$ cat src/rtl/register_sync_rx.sv
// Receive end of a req/rdy/conf/ack four-phase register transfer from a foreign clock domain.
// Control lines are resynchronised; the held data word is sampled twice and checked for stability.
module register_sync_rx #(
  parameter int                   reg_width        = 16,
  parameter logic [reg_width-1:0] reg_preset       = {reg_width{1'b0}},
  parameter int                   resync_stages    = 3,
  parameter string                check_valid_data = "ON",
  parameter int                   timeout_cycles   = 1024
) (
  input  logic                 clk,
  input  logic                 rst,
  input  logic                 clk_en,
  input  logic                 req_i,
  input  logic                 conf_i,
  input  logic [reg_width-1:0] reg_i,
  output logic                 rdy_o,
  output logic                 ack_o,
  output logic [reg_width-1:0] reg_o,
  output logic                 reg_o_valid,
  output logic                 timeout_o
);

  localparam int          last_stage   = resync_stages - 32'sd1;
  localparam bit          check_on     = (check_valid_data == "ON") && (resync_stages >= 32'sd3);
  localparam bit          watchdog_on  = (timeout_cycles != 32'sd0);
  localparam logic [15:0] timeout_last = watchdog_on ? 16'(timeout_cycles - 32'sd1) : 16'd0;

  typedef enum logic [1:0] {
    ST_IDLE       = 2'd0,
    ST_CONF_WAIT  = 2'd1,
    ST_CAP0       = 2'd2,
    ST_ROUND_WAIT = 2'd3
  } state_t;

  state_t                   state_r;
  logic [resync_stages-1:0] req_sync_r;
  logic [resync_stages-1:0] conf_sync_r;
  logic [reg_width-1:0]     cap_r [resync_stages];
  logic [15:0]              wd_cnt_r;
  logic                     req_s;
  logic                     conf_s;
  logic                     data_ok_s;
  logic                     wd_expired_s;

  assign req_s        = req_sync_r[last_stage];
  assign conf_s       = conf_sync_r[last_stage];
  // The two oldest samples must agree, otherwise the word was still settling when captured.
  assign data_ok_s    = !check_on || (cap_r[last_stage] == cap_r[last_stage-1]);
  assign wd_expired_s = watchdog_on && (wd_cnt_r == timeout_last);

  // Synchronisers, capture pipeline and transfer FSM; everything advances on enabled cycles only.
  always_ff @(posedge clk) begin
    if (rst) begin
      state_r     <= ST_IDLE;
      req_sync_r  <= {resync_stages{1'b0}};
      conf_sync_r <= {resync_stages{1'b0}};
      wd_cnt_r    <= 16'd0;
      rdy_o       <= 1'b0;
      ack_o       <= 1'b0;
      reg_o       <= reg_preset;
      reg_o_valid <= 1'b0;
      timeout_o   <= 1'b0;
      for (int k = 32'sd0; k < resync_stages; k++) begin
        cap_r[k] <= reg_preset;
      end
    end else if (clk_en) begin
      req_sync_r  <= {req_sync_r[last_stage-1:0], req_i};
      conf_sync_r <= {conf_sync_r[last_stage-1:0], conf_i};
      for (int k = 32'sd1; k < resync_stages; k++) begin
        cap_r[k] <= cap_r[k-1];
      end
      case (state_r)
        ST_IDLE: begin
          reg_o_valid <= 1'b0;
          timeout_o   <= 1'b0;
          if (req_s) begin
            state_r  <= ST_CONF_WAIT;
            rdy_o    <= 1'b1;
            wd_cnt_r <= 16'd0;
          end
        end
        ST_CONF_WAIT: begin
          if (conf_s) begin
            state_r  <= ST_CAP0;
            rdy_o    <= 1'b0;
            cap_r[0] <= reg_i;
          end else if (wd_expired_s) begin
            state_r   <= ST_IDLE;
            rdy_o     <= 1'b0;
            timeout_o <= 1'b1;
          end else begin
            wd_cnt_r <= wd_cnt_r + 16'd1;
          end
        end
        // conf_s can lead the data settling by a cycle, so take a second sample here.
        ST_CAP0: begin
          state_r  <= ST_ROUND_WAIT;
          ack_o    <= 1'b1;
          cap_r[0] <= reg_i;
        end
        ST_ROUND_WAIT: begin
          if (!conf_s && data_ok_s) begin
            state_r     <= ST_IDLE;
            ack_o       <= 1'b0;
            reg_o       <= cap_r[last_stage];
            reg_o_valid <= 1'b1;
          end
        end
        default: begin
          state_r <= ST_IDLE;
          rdy_o   <= 1'b0;
          ack_o   <= 1'b0;
        end
      endcase
    end
  end

endmodule

$ cat config.mk
export PLATFORM = sky130hd
export DESIGN_NAME = register_sync_rx
export DESIGN_NICKNAME = d
export VERILOG_FILES = /design/src/rtl/register_sync_rx.sv
export SDC_FILE = /design/constraint.sdc
export NUM_CORES = 1
export LEC_CHECK = 0
export BUFFER_PORTS_ARGS = -buffer_cell sky130_fd_sc_hd__buf_2
export CAP_MARGIN = 20
export CORE_UTILIZATION = 52
export DETAILED_ROUTE_END_ITERATION = 7
export PLACE_DENSITY = 0.82
export SLEW_MARGIN = 5
export SYNTH_ARGS = -nofsm -noshare
export SYNTH_HDL_FRONTEND = slang
export SYNTH_SLANG_ARGS = --single-unit
$ cat constraint.sdc
create_clock -name clk -period 1.9 [get_ports clk]
set_input_delay 0.38 -clock clk [delete_from_list [all_inputs] [get_ports clk]]
set_output_delay 0.38 -clock clk [all_outputs]
set_load 0.03 [all_outputs]
==> results of run 1 <==
## cell usage in the layout, fill, tap and decap left out, types with 3 or more instances in the layout
master,instances
edfxtp_1,48
buf_4,26
nand3_1,7
or3_2,3
inv_1,9
dfxtp_1,36
or3_1,9
nand4_1,6
or4_4,3
o21ai_0,15
nand2_1,17
clkbuf_8,9
nand2b_1,29
nor2_1,13
buf_2,40
mux2i_1,22
inv_6,3
nor3_1,3
xnor2_1,10
xor2_1,5
dfxtp_2,6
and2_1,48
a21oi_1,14
## cell families after synthesis
kind of cell,count (synthesis),share of synthesized area [%]
compound gates,46,6.83
flops,92,58.7
simple gates,149,21.8
buf+inv,28,3.03
xor+xnor,17,3.76
mux,22,5.56
fa+ha+maj,1,0.316
## registers in the layout, indices dropped and copies added (netlist names), named ones only
name	flops
reg_o	16
req_sync_r	3
timeout_o	1
conf_sync_r	3
ack_o	1
rdy_o	1
wd_cnt_r	16
state_r	1
reg_o_valid	1
cap_r	48
## worst paths after layout
check / from / end / slack, ns / depth (start not counted)
worst max-delay path: cap_r[0][46]$_SDFFCE_PP0P_ / reg_o[2]$_SDFFE_PP0P_ / -0.10 / 7
worst min-delay path: req_i / req_sync_r[0]$_SDFFE_PP0P_ / 0.26 / 3
worst max register to register: cap_r[0][46]$_SDFFCE_PP0P_ / reg_o[2]$_SDFFE_PP0P_ / -0.10 / 7
worst min register to register: reg_o[3]$_SDFFE_PP0P_ / reg_o[3]$_SDFFE_PP0P_ / 0.48 / 2
## final cells by class
cell class,instances,area [µm²]
fillers,554,2530
flip-flops and latches,92,2340
multi-input cells,235,1610
repair buffers,69,452
clock buffers,9,124
well taps,99,124
clock inverters,7,73.8
inverters,10,38.8
## metal layers
| metal | vias to the layer above | part of all wire (%) | routed length, µm |
|---|---|---|---|
| met3 | 17 | 4.8 | 347 |
| met1 | 1278 | 45 | 3270 |
| met2 | 68 | 48 | 3480 |
| met5 | - | 0 | 0 |
| li1 | 1364 | - | - |
| met4 | 0 | 2.5 | 181 |
## through the flow
step | area, µm² | total power, µW | utilization [%]
after global placement | 4360 | 2440 | 59.7
after detailed placement | 4360 | 2460 | 59.7
after global routing | 4760 | 3860 | 65.3
final | 4760 | 3720 | 65.3
after floorplan | 3960 | 2380 | -
after CTS | 4610 | 3750 | 63.2
## repair_timing
action                     in CTS  in global routing
setup endpoints to repair      34                 36
buffers inserted                3                  6
pin swaps                       0                  6
cloned                          0                  2
resized for setup               9                 17
hold buffers                    0                  0
## worst min-delay path: stages
cell and delay, ns:
buf_2 0.08, mux2i_1 0.05, nor2_1 0.07
## power groups by stage
stage / logic [µW] / registers [µW] / clock network (µW)
after CTS: 204 / 2220 / 1330
after detailed placement: 195 / 2260 / 0
after global placement: 188 / 2260 / 0
after floorplan: 135 / 2250 / 0
final: 212 / 2210 / 1300
after global routing: 236 / 2220 / 1400
==> impl_results.md, run 1 <==
* Final Slew Violations at 0
* Synthesized net count at 377
* Num CTS Buffers at 9
* Post-synth top area share at 36.4%
* Synth Cell Area at 3960 µm²
* Cell taking the most area after synthesis: edfxtp_1
* Initial antenna violation count at 0
* Clk slew on worst S/H paths at 0.09 ns
* CP Capture Type: flop
* Startpoint Class: flop
* Setup TNS at -1.52 ns
* Yosys cell types at 40
* CTS Root Buffer Type: clkbuf_8
* Critical Path Fanout Max at 9
* Yosys warning total at 0
* CTS tree: yes
* Syn_area_per_cell at 11.1 µm²
* H-tree depth at 3
* Routed via count at 2,727
* Detailed Route Iter0 Violations at 165
* Synth Flop Type: edfxtp_1
* # rows at 31
* Power Internal at 2800 µW
* Violated checks: setup timing
* Residual DRC at 0
* VDD IR-drop max at 0.000524 V
* Crit Path Class: flop to flop
* Type of the most critical hold path: primary input to flop
* Cells after DPL at 494
* Cells along the critical path: xnor2_2, nand4_1, or4_4, nor4_4, buf_4, buf_12, mux2i_1
* Die W at 89.2 µm
* First-pass GRT wire length at 10,900 µm
* Gate Count Post-Synth at 355
* Buffers on Ports at 40
* Sw Pwr at 927 µW
* Number of global-route vias before repair at 2,471
* Final worst path period need at 2.00 ns
* Diode count at 0
* Period utilization at 105%
* Core Area at 7290 µm²
* Worst slew pin tran at 0.712 ns
* Clock Skews at 0.0139 ns
* Per-cell routed wire length at 14.0 µm
* Drt first pass iters at 4
* Chip height at 89.2 µm
* Met1 usage at 23.4%
* Leak at 0.00179 µW
* Most Crowded Layer GR: met2
* Max_cap viols at 0
* EDFF count, synth at 48
* M2 GR Usage at 29.2%
* Clock tree sinks at 92
* Initial Util at 54.3%
* Register bit total from synthesis at 92
* RSZ-0062 raised after global routing: yes
* Hold slack at 0.257 ns
* Post-synthesis sequential area ratio at 58.7%
* Commonest cells in the netlist: and2_1 (48), edfxtp_1 (48), dfxtp_1 (44)
* Ports at 41
* Worst Path Required at 2.20 ns
* Seq pwr share at 59.5%
* Clock latency on the worst-skew pair at 0.37 ns
* Final Non-Filler Cells at 521
* # setup viols final at 19
* Area contributors post-synth: edfxtp_1 (36%), dfxtp_1 (22%), and2_1 (7.6%), mux2i_1 (5.6%), nand2b_1 (4.6%)
* Worst slack, placed at -0.0794 ns
* Max-slew headroom at 52.6%
* Status: finished, violations left
* Detail Route Antenna Nets at 0
* Die area at 7960 µm²
* Buf/Inv on CP at 2
* WP data arrival at 2.30 ns
* Met3 Usage GRT at 4.80%
* Longest Clk Path Bufs at 2
* Share of post-route cells with drive strength above 1 at 26.5%
* Logic pwr share at 5.7%
* Top delay family on crit path: simple AND/OR/NAND/NOR gates
* Power share of the clock group at 34.8%
* Fmax at 499 MHz
* Worst setup margin at -0.102 ns
* Final hold violations at 0
* Routability cong. at 0.795
* Nets@finish at 439
* Via-to-Cell Ratio at 5.23
* Grt ovf at 0
* Asr flop ratio synth at 0%
* HPWL after DPL at 4760 µm
* CP peak stage delay at 0.53 ns
* Slowest cell on crit path: or4_4
* GR Util All Layers at 18.5%
* Layout area overhead at 20.3%
* Largest net degree at the start of global routing at 50
* Power density over the cells at 782 nW/µm²
* Final wirelength at 7280 µm
* Sw Ratio at 24.9%
(Power assumes the default switching activity.)
==> inputs of run 2 (changes only) <==
Settings changed: ABC_AREA set to 1, CORE_UTILIZATION 52 to 53, PLACE_DENSITY 0.82 to 0.83.
==> run 2 against run 1 <==
Compared with the run above:
- the flow finishes with violations (DRC)
- critical path type unchanged
- global-route usage increased by 1.7 points
- via count increased by 19%
- critical endpoint is now wd_cnt_r[14]$_SDFFE_PP0P_
- worst setup slack improved by 0.27 ns
- critical path depth grew 6
- clock power about the same
- synthesized area rose by 5.6%
- non-clock buffer count decreased by 23
- first-iteration DRC count down 4.2%
==> impl_results.md, run 2 <==
* Status: finished, violations left
* Violated checks: DRC
* Detail Route Antenna Nets at 0 (unchanged)
* RSZ-0062 raised after global routing: no
* Post-synth top area share at 34.5% (-1.9 points)
* Ports at 41 (unchanged)
* First-pass GRT wire length at 13,400 µm (+23%)
* Type of the most critical hold path: primary input to flop
* Worst slew pin tran at 0.300 ns (-0.411 ns)
* Asr flop ratio synth at 0% (unchanged)
* Initial Util at 54.4% (+0.089 points)
* Largest register FFs at 48 (unchanged)
* Detailed Route Iter0 Violations at 158 (-4.2%)
* CP Capture Type: flop
* Die area at 8240 µm² (+3.5%)
* Yosys warning total at 0 (unchanged)
* Critical Path Fanout Max at 15 (+6)
* Max_cap viols at 0 (unchanged)
* Post-synthesis sequential area ratio at 55.6% (-3.1 points)
* H-tree depth at 3 (unchanged)
* Met1 usage at 27.7% (+4.3 points)
* Die W at 90.8 µm (+1.7%)
* Hold_buf cts at 0 (unchanged)
* Met3 Usage GRT at 3.37% (-1.4 points)
* Leak at 0.00225 µW (+26%)
* Period utilization at 91.4% (-14 points)
* Cell taking the most area after synthesis: edfxtp_1
* Crit Path Class: flop to flop
* Routability cong. at 0.864 (+8.6%)
* Final worst path period need at 1.74 ns (-0.266 ns)
* M2 GR Usage at 32.3% (+3.0 points)
* Largest registers: cap_r (48), reg_o (16), wd_cnt_r (16)
* # rows at 32 (+3.2%)
* HPWL after DPL at 5450 µm (+14%)
* WP data arrival at 1.99 ns (-0.31 ns)
* Clk slew on worst S/H paths at 0.09 ns (about the same)
* CP peak stage delay at 0.38 ns (-0.15 ns)
* Initial antenna violation count at 0 (unchanged)
* Share of post-route cells with drive strength above 1 at 14.2% (-12 points)
* GR Util All Layers at 20.2% (+1.7 points)
* Core Area at 7690 µm² (+5.4%)
* Grt ovf at 0 (unchanged)
* Post-CTS Setup Bufs at 0 (-3)
* Leading cell type in the layout, fill and taps excluded: nor2_1
* Clock Skews at 0.0135 ns (-0.000444 ns)
* Setup TNS at 0 ns (+1.52 ns)
* Register bit total from synthesis at 92 (unchanged)
* # setup viols final at 0 (-19)
* Power density over the cells at 792 nW/µm² (+1.3%)
* Residual DRC at 1 (+1)
* Most Crowded Layer GR: met2
* Final hold violations at 0 (unchanged)
* Num CTS Buffers at 9 (unchanged)
* Layout area overhead at 13.7%
* Count leader, synth: nor2_1
* CTS Root Buffer Type: clkbuf_8
* Final wirelength at 7900 µm (+8.5%)
* Cells along the critical path: ha_1, nand2_1, nor2_1, and2_4, nand2_4, nand2_4, nand2_2, nand2_8, inv_4, nand3_1, nand2_1, nand2_1, nor2_1
* Chip height at 90.8 µm (+1.7%)
* VDD IR-drop max at 0.000508 V (-3.1%)
* Drt first pass iters at 6 (+2)
* Reg with most FFs: cap_r
* Number of global-route vias before repair at 3,033 (+23%)
* R2R Setup Slk at 0.16 ns (+0.27 ns)
* Slowest cell on crit path: dfxtp_1
* Via-to-Cell Ratio at 4.82 (-8.0%)
* Most used cell, CP: nand2_1
* Clock latency on the worst-skew pair at 0.36 ns (about the same)
* Buf/Inv on CP at 1 (-1)
* Area contributors post-synth: edfxtp_1 (34%), dfxtp_1 (21%), nor2_1 (10%), nand2_1 (9.8%), inv_1 (9.7%)
* Clock tree sinks at 92 (unchanged)
* Nets@finish at 589 (+34%)
* Post_cts resized at 0 (-9)
* Buffers on Ports at 40 (unchanged)
* Fmax at 576 MHz (+15%)
* Routed via count at 3,246 (+19%)
* Most frequent cells in the layout: nor2_1 (111), nand2_1 (109), inv_1 (108), edfxtp_1 (48), dfxtp_1 (43)
* Yosys cell types at 31 (-23%)
* Startpoint Class: flop
* Synthesized net count at 545 (+45%)
* Fin area at 4750 µm² (-0.21%)
* CTS tree: yes
* Max-slew headroom at 80.0% (+27 points)
* Diode count at 0 (unchanged)
* Largest net degree at the start of global routing at 53 (+6.0%)
* Gate Count Post-Synth at 523 (+47%)
* Final Slew Violations at 0 (unchanged)
* Synth Flop Type: edfxtp_1
* Top delay family on crit path: simple AND/OR/NAND/NOR gates
* Synth Cell Area at 4180 µm² (+5.6%)
* Commonest cells in the netlist: nor2_1 (112), nand2_1 (109), inv_1 (108)
* Per-cell routed wire length at 11.7 µm (-16%)
* Longest Clk Path Bufs at 2 (unchanged)
* Syn_area_per_cell at 7.99 µm² (-28%)
* Worst Path Required at 2.15 ns (-0.05 ns)
* EDFF count, synth at 48 (unchanged)
* DP Area at 4520 µm² (+3.8%)
[run 2: worst paths after layout]
path	from	to	cells after the start
setup reg to reg	wd_cnt_r[1]$_SDFFE_PP0P_	wd_cnt_r[14]$_SDFFE_PP0P_	13
setup / recovery	wd_cnt_r[1]$_SDFFE_PP0P_	wd_cnt_r[14]$_SDFFE_PP0P_	13
hold / removal	rst	wd_cnt_r[13]$_SDFFE_PP0P_	2
hold reg to reg	ack_o$_SDFFE_PP0P_	ack_o$_SDFFE_PP0P_	2
[run 2: area by class of cell]
class                           count  area (µm²)
Clock buffer                        9         124
Clock inverter                      7        73.8
Timing Repair Buffer               46         270
Tap cell                          102         128
Sequential cell                    92        2320
Inverter                          110         415
Multi-Input combinational cell    308        1420
Fill cell                         660        2940
[run 2: logic make-up (layout without fill, tap and decap cells)]
logic type               after synthesis  after routing  share of synthesized area, %
AO/OA/AOI/OAI                         37             37                          4.97
XOR/XNOR                               6              6                          1.26
adder cells (fa/ha/maj)                1              1                         0.299
buffers and inverters                124            172                          11.7
flip-flops                            92             92                          55.6
AND/OR/NAND/NOR                      263            264                          26.2
[run 2: layer usage]
layer | up-vias | wire (µm)
met1 | 1472 | 3800
met2 | 86 | 3660
met4 | 0 | 100
li1 | 1677 | -
met3 | 11 | 339
met5 | - | 0
[run 2: worst reg2reg max path: stages, from the launching register on]
cell	delay (ns)
dfxtp_1	0.38
ha_1	0.18
nand2_1	0.08
nor2_1	0.13
and2_4	0.18
nand2_4	0.06
nand2_4	0.08
nand2_2	0.09
nand2_8	0.13
inv_4	0.09
nand3_1	0.10
nand2_1	0.06
nand2_1	0.05
nor2_1	0.04
[run 2: metrics by stage]
step	power (µW)	util, %	hold slack, ns	worst slack [ns]	std cells
2_1_floorplan	2400	-	0.449	0.0355	523
3_3_place_gp	2470	58.8	0.427	0.265	657
3_5_place_dp	2480	58.8	0.453	0.178	657
4_1_cts	3780	61.4	0.256	0.145	673
5_1_grt	3910	61.8	0.254	0.0150	674
6_report	3760	61.8	0.266	0.164	674
[run 2: where the power goes]
group / internal (µW) / switching [µW]
Clock: 615 / 709
Sequential: 2160 / 43.1
Combinational: 86.4 / 148
Total: 2860 / 900
